--- config.mk ---
export PLATFORM = sky130hd
export DESIGN_NAME = hazard_scoreboard_flat
export DESIGN_NICKNAME = d
export VERILOG_FILES = /design/src/rtl/hazard_scoreboard_pkg.sv /design/src/rtl/hazard_scoreboard_if.sv /design/src/rtl/hazard_scoreboard_match.sv /design/src/rtl/hazard_scoreboard.sv /design/src/flat_wrapper.sv
export SDC_FILE = /design/constraint.sdc
export NUM_CORES = 1
export LEC_CHECK = 0
export CAP_MARGIN = 15
export CORE_UTILIZATION = 54
export DETAILED_ROUTE_END_ITERATION = 8
export PLACE_DENSITY = 0.94
export SLEW_MARGIN = 40
export SYNTH_ARGS = -nofsm -noshare
export SYNTH_HDL_FRONTEND = slang
export SYNTH_SLANG_ARGS = --single-unit
--- constraint.sdc ---
create_clock -name clk -period 5.5 [get_ports clk]
set_clock_uncertainty 0.1 [all_clocks]
set_input_delay 1.1 -clock clk [delete_from_list [all_inputs] [get_ports clk]]
set_output_delay 1.1 -clock clk [all_outputs]
set_load 0.02 [all_outputs]
--- src/rtl/hazard_scoreboard_pkg.sv ---
// Shared types and constants for the EX/MEM/WB hazard scoreboard.
// Entry widths are fixed here; the top-level AW/TW defaults track them.
package hazard_pkg;
   localparam int SB_AW = 5;
   localparam int SB_TW = 2;

   localparam logic [1:0]       SEL_RF    = 2'd0;
   localparam logic [1:0]       SEL_EXMEM = 2'd1;
   localparam logic [1:0]       SEL_MEMWB = 2'd2;
   localparam logic [SB_TW-1:0] TUSE_NONE = 2'd3;
   localparam logic [SB_TW-1:0] TNEW_ALU  = 2'd1;
   localparam logic [SB_TW-1:0] TNEW_LOAD = 2'd2;

   typedef enum logic [1:0] {STG_EX, STG_MEM, STG_WB} stage_e;

   typedef struct packed {
      logic             v;
      logic [SB_AW-1:0] wa;
      logic [SB_TW-1:0] tnew;
   } sb_entry_t;

   typedef struct packed {
      logic             hit;
      stage_e           stage;
      logic [SB_TW-1:0] tnew;
   } match_t;

   function automatic logic [SB_TW-1:0] tnew_dec(input logic [SB_TW-1:0] t);
      return (t == '0) ? '0 : t - 1'b1;
   endfunction
endpackage

--- src/rtl/hazard_scoreboard_if.sv ---
// ID-stage request and hazard response bundle between decode and the scoreboard.
interface hazard_scoreboard_if #(parameter int AW = 5, parameter int TW = 2);
   logic          id_valid;
   logic [AW-1:0] id_rs;
   logic [AW-1:0] id_rt;
   logic [TW-1:0] id_tuse_rs;
   logic [TW-1:0] id_tuse_rt;
   logic [AW-1:0] id_wa;
   logic [TW-1:0] id_tnew;
   logic          flush;
   logic          stall;
   logic [1:0]    fwd_sel_rs;
   logic [1:0]    fwd_sel_rt;

   modport master (output id_valid, id_rs, id_rt, id_tuse_rs, id_tuse_rt, id_wa, id_tnew, flush,
                   input  stall, fwd_sel_rs, fwd_sel_rt);
   modport slave  (input  id_valid, id_rs, id_rt, id_tuse_rs, id_tuse_rt, id_wa, id_tnew, flush,
                   output stall, fwd_sel_rs, fwd_sel_rt);
endinterface

--- src/rtl/hazard_scoreboard_match.sv ---
// Youngest-producer priority encoder for one source register (EX > MEM > WB).
module sb_match
   import hazard_pkg::*;
(
   input  logic [SB_AW-1:0] src,
   input  sb_entry_t        ex,
   input  sb_entry_t        mem,
   input  sb_entry_t        wb,
   output match_t           m
);
   always_comb begin
      m = '0;
      if (src != '0) begin
         if (ex.v && ex.wa == src)        m = '{hit: 1'b1, stage: STG_EX,  tnew: ex.tnew};
         else if (mem.v && mem.wa == src) m = '{hit: 1'b1, stage: STG_MEM, tnew: mem.tnew};
         else if (wb.v && wb.wa == src)   m = '{hit: 1'b1, stage: STG_WB,  tnew: wb.tnew};
      end
   end
endmodule

--- src/rtl/hazard_scoreboard.sv ---
// Tracks EX/MEM/WB producers, raises the ID stall and registers the EX operand
// forwarding selects. Index 0 is rs, index 1 is rt throughout.
module hazard_scoreboard
   import hazard_pkg::*;
#(
   parameter int AW     = SB_AW,
   parameter int TW     = SB_TW,
   parameter bit FWD_EN = 1'b1
) (
   input logic               clk,
   input logic               reset,
   hazard_scoreboard_if.slave hif
);
   sb_entry_t               ex_q, mem_q, wb_q;
   logic [1:0][SB_AW-1:0]   src;
   logic [1:0][SB_TW-1:0]   tuse;
   match_t                  m [2];
   logic [1:0]              hz;
   logic [1:0][1:0]         sel_d, sel_q;
   logic                    stall, load;

   assign src  = {hif.id_rt, hif.id_rs};
   assign tuse = {hif.id_tuse_rt, hif.id_tuse_rs};

   for (genvar i = 0; i < 2; i++) begin : g_src
      sb_match u_match (.src(src[i]), .ex(ex_q), .mem(mem_q), .wb(wb_q), .m(m[i]));
   end

   // Without forwarding any in-flight producer blocks until it has left WB.
   always_comb begin
      hz = '0;
      for (int i = 0; i < 2; i++)
         if (tuse[i] != TUSE_NONE && m[i].hit)
            hz[i] = FWD_EN ? (m[i].tnew > tuse[i]) : 1'b1;
   end

   assign stall = hif.id_valid & (|hz);
   assign load  = hif.id_valid & ~stall & ~hif.flush;

   always_comb begin
      sel_d = '0;
      for (int i = 0; i < 2; i++)
         if (FWD_EN && load && tuse[i] != TUSE_NONE && m[i].hit)
            case (m[i].stage)
               STG_EX:  sel_d[i] = SEL_EXMEM;
               STG_MEM: sel_d[i] = SEL_MEMWB;
               default: sel_d[i] = SEL_RF;
            endcase
   end

   // WB hits fall back to the register file, which writes through to ID.
   always_ff @(posedge clk or negedge reset) begin
      if (!reset) begin
         ex_q  <= '0;
         mem_q <= '0;
         wb_q  <= '0;
         sel_q <= '0;
      end else begin
         wb_q  <= mem_q;
         mem_q <= '{v: ex_q.v, wa: ex_q.wa, tnew: tnew_dec(ex_q.tnew)};
         ex_q  <= '{v: load && hif.id_wa != '0, wa: hif.id_wa, tnew: hif.id_tnew};
         sel_q <= sel_d;
      end
   end

   assign hif.stall      = stall;
   assign hif.fwd_sel_rs = sel_q[0];
   assign hif.fwd_sel_rt = sel_q[1];
endmodule

--- src/flat_wrapper.sv ---
// flat-port wrapper written by rule: the top's interface ports become plain ports
module hazard_scoreboard_flat import hazard_pkg::*;
#(
   parameter int AW     = SB_AW,
   parameter int TW     = SB_TW,
   parameter bit FWD_EN = 1'b1
)
  (clk, reset, hif_id_valid, hif_id_rs, hif_id_rt, hif_id_tuse_rs, hif_id_tuse_rt, hif_id_wa, hif_id_tnew, hif_flush, hif_stall, hif_fwd_sel_rs, hif_fwd_sel_rt);
  hazard_scoreboard_if #(.AW(AW), .TW(TW)) hif_i ();
  input logic clk;
  input logic reset;
  input wire logic [$bits(hif_i.id_valid)-1:0] hif_id_valid;
  input wire logic [$bits(hif_i.id_rs)-1:0] hif_id_rs;
  input wire logic [$bits(hif_i.id_rt)-1:0] hif_id_rt;
  input wire logic [$bits(hif_i.id_tuse_rs)-1:0] hif_id_tuse_rs;
  input wire logic [$bits(hif_i.id_tuse_rt)-1:0] hif_id_tuse_rt;
  input wire logic [$bits(hif_i.id_wa)-1:0] hif_id_wa;
  input wire logic [$bits(hif_i.id_tnew)-1:0] hif_id_tnew;
  input wire logic [$bits(hif_i.flush)-1:0] hif_flush;
  output wire logic [$bits(hif_i.stall)-1:0] hif_stall;
  output wire logic [$bits(hif_i.fwd_sel_rs)-1:0] hif_fwd_sel_rs;
  output wire logic [$bits(hif_i.fwd_sel_rt)-1:0] hif_fwd_sel_rt;
  assign hif_i.id_valid = hif_id_valid;
  assign hif_i.id_rs = hif_id_rs;
  assign hif_i.id_rt = hif_id_rt;
  assign hif_i.id_tuse_rs = hif_id_tuse_rs;
  assign hif_i.id_tuse_rt = hif_id_tuse_rt;
  assign hif_i.id_wa = hif_id_wa;
  assign hif_i.id_tnew = hif_id_tnew;
  assign hif_i.flush = hif_flush;
  assign hif_stall = hif_i.stall;
  assign hif_fwd_sel_rs = hif_i.fwd_sel_rs;
  assign hif_fwd_sel_rt = hif_i.fwd_sel_rt;
  hazard_scoreboard #(.AW(AW), .TW(TW), .FWD_EN(FWD_EN)) u_core (.clk(clk), .reset(reset), .hif(hif_i));
endmodule
==> results.ini <==
[status]
outcome = finished clean

[setup_path]
cp_max_fo = 4
cp.required_ns = 4.30
path_cells = clkdlybuf4s50_1 > xor2_1 > nor4_2 > and4_1 > mux2i_1 > a211o_2 > ha_1 > nand2_1 > o21ai_0 > a211o_2 > a31oi_2 > o21a_1 > clkbuf_2
crit_arrival_ns = 4.04
cpMostUsedCell = a211o_2
slowest_delay_ns = 0.52
reg2reg_depth = 12
critPathCaptureType = output port
crit_slowest_cell = clkdlybuf4s50_1
r2r_slack_ns = 2.41
critPathLaunch = hif_id_rt[3]
critPathKind = primary input to output port
worstReg2RegStart = u_core.wb_q[4]
r2r_end = u_core.ex_q[7]
critPathLaunchType = primary input
critical_path.endpoint = hif_stall

[clock_network]
cts_hold_buf = 0
clkSinkCount = 28
post_cts_buffers = 0
htreeDepth = 1
cts_buffer_depth = 2
clk_latency_ns = 0.35
cts_tree = yes
cts_buffers = 3
clk_pin_slew_ns = 0.16
cts_root_buffer = clkbuf_4

[grt]
grt_pass1_vias = 1235
grt_overflow = 0
track_usage_pct = 28.4
antenna_found_initial = 0
grt_first_pass_wirelength_mm = 5.51
grt_max_degree = 29

[pwr]
total_leakage_power_nw = 0.834
power.density_mw_per_mm2 = 222
ir_drop_mv = 0.350

[floorplanning]
num_rows = 18
fp.coreArea_mm2 = 0.00250
die_y_um = 53.5
fp.dieW_um = 53.5
io_pins = 30
fp.dieArea_mm2 = 0.00286
start_util_pct = 57.3

[timing]
min_period_ns = 5.24
maxSlewViolCount = 0
period_share_pct = 95.3
rsz0062_at_grt = false
max_freq_mhz = 191
maxSlewHeadroom_pct = 74.2
tns_ns = 0
hold_viol_final = 0
final-setup-viol-count = 0
worst_pin_slew_ns = 0.381

[layout]
stdcell_area_mm2 = 0.00195
finish.net_count = 204
area_growth_syn_to_layout_pct = 36.0
n_antenna_cell = 0
final_util_pct = 77.9
drive_above_1_share_pct = 20.7

[logic_synthesis]
synth_fp_nets = 154
synth_edf_count = 0
ys_seq_elements = 28
synthTopCellsByArea = dfrtp_1 49%, xor2_1 15%, xnor2_1 3.7%
syn_area_mm2 = 0.00143
yosysTopAreaCell = dfrtp_1
synth-async-reset-ratio_pct = 100
synth.avg_cell_area_um2 = 11.5
synth_most_common_cell = dfrtp_1
syn_inst = 125
ys_top_cells_by_count = 28 x dfrtp_1, 24 x xor2_1, 8 x nand3_1
seq_area_frac_synth_pct = 49.0
synthFlopType = dfrtp_1
yosysTopAreaCellShare_pct = 49.0
yosys_warnings = 0
synth_cell_types = 33

[detailed_routing]
ant_nets = 0
post-route-drc-count = 0
initialDrtViolationCount = 40
drt_wl_total_mm = 3.46
vias = 1207
viasPerCell = 5.92
first_pass_iters = 4
wl_per_cell_um = 17.0

[placed_design]
dpl_cell_area_mm2 = 0.00188
place_hpwl_mm = 2.61
place.gp.congestion = 0.852
placement.io_buffers = 29

[hold_path]
hp-class = flip-flop to flip-flop

[job]
cap_violations = 0

-- kinds of logic (layout without fill, tap and decap cells) --
family | count (synthesis) | in the layout | share of synthesized area, %
AO/OA/AOI/OAI | 15 | 15 | 8.22
AND/OR/NAND/NOR | 43 | 43 | 18.7
flip-flops | 28 | 28 | 49.0
multiplexers | 2 | 2 | 1.40
adder cells (fa/ha/maj) | 4 | 4 | 3.50
XOR/XNOR | 30 | 30 | 18.4
buffers and inverters | 3 | 52 | 0.874
-- worst min-delay path by stage --
stage,start,endpoint,slack (ns),cells past startpoint
3_5_place_dp,u_core.ex_q[7],u_core.mem_q[7],0.29,0
4_1_cts,u_core.ex_q[7],u_core.mem_q[7],0.33,0
2_1_floorplan,u_core.mem_q[0],u_core.wb_q[0],0.27,0
5_1_grt,u_core.ex_q[7],u_core.mem_q[7],0.35,0
3_3_place_gp,u_core.ex_q[7],u_core.mem_q[7],0.28,0
6_report,u_core.mem_q[0],u_core.wb_q[0],0.32,0
-- routing by layer --
layer,global-route usage (%),vias up,routed length [um]
li1,-,550,-
met1,32.0,566,1330
met2,50.4,73,1770
met3,7.18,18,240
met4,11.0,0,110
met5,0,-,0
-- per-stage QoR --
step / instances / hold slack, ns / setup slack [ns] / total power (W)
2_1_floorplan: 125 / 0.273 / 0.968 / 0.000253
3_3_place_gp: 200 / 0.283 / -0.0829 / 0.000291
3_5_place_dp: 200 / 0.292 / -0.195 / 0.000295
4_1_cts: 204 / 0.328 / 0.000848 / 0.000431
5_1_grt: 204 / 0.346 / 0.0926 / 0.000447
6_report: 204 / 0.315 / 0.260 / 0.000432
-- cells in the final DEF (no fill, tap or decap), types with 2 or more instances in the layout --
cell type / count
nand2_1: 4
a211o_2: 3
nor2_1: 3
nor3_1: 3
a21oi_1: 2
and4_1: 2
nor4_1: 3
nor2b_1: 3
o21ai_0: 2
or4_1: 2
xnor2_1: 6
ha_1: 4
buf_4: 17
nand3b_1: 2
xor2_1: 24
clkdlybuf4s50_1: 28
mux2i_1: 2
a31oi_2: 2
nand3_1: 8
clkbuf_4: 3
nor4_2: 4
and3_1: 2
o22ai_1: 2
dfrtp_1: 28
nor2_2: 2
inv_1: 2
-- final cells by class --
class                   instances  area, um2
inverters                       2       7.51
clock inverters                 1       30.0
repair buffers                 46        413
clock buffers                   3       22.5
multi-input cells              94        736
well taps                      30       37.5
flip-flops and latches         28        701
fillers                       157        553
-- critical path: cells and delay by family --
family,cells,cell delay [ns]
adders and majority gates,1,0.28
AOI/OAI and AO/OA,5,1.06
buffers and inverters,2,0.68
muxes,1,0.07
xor gates and xnor gates,1,0.20
and+or+nand+nor,3,0.65
-- power by group --
part | total, W | leakage (nW) | internal (W) | switching (W)
combinational | 0.0000694 | 0.462 | 0.0000372 | 0.0000322
clock | 0.000138 | 0.0279 | 0.0000738 | 0.0000645
sequential | 0.000225 | 0.344 | 0.000215 | 0.00000974
-- state kept, by name (all words and copies together) (netlist names) --
register,count
u_core.ex_q,8
u_core.hif.fwd_sel_rs,2
u_core.hif.fwd_sel_rt,2
u_core.mem_q,8
u_core.wb_q,8
-- what timing repair did --
action,in CTS,in global routing
resized for setup,4,2
endpoints found under the setup margin,1,1
pin swaps,1,1
Power figures use the tool's default switching activity.
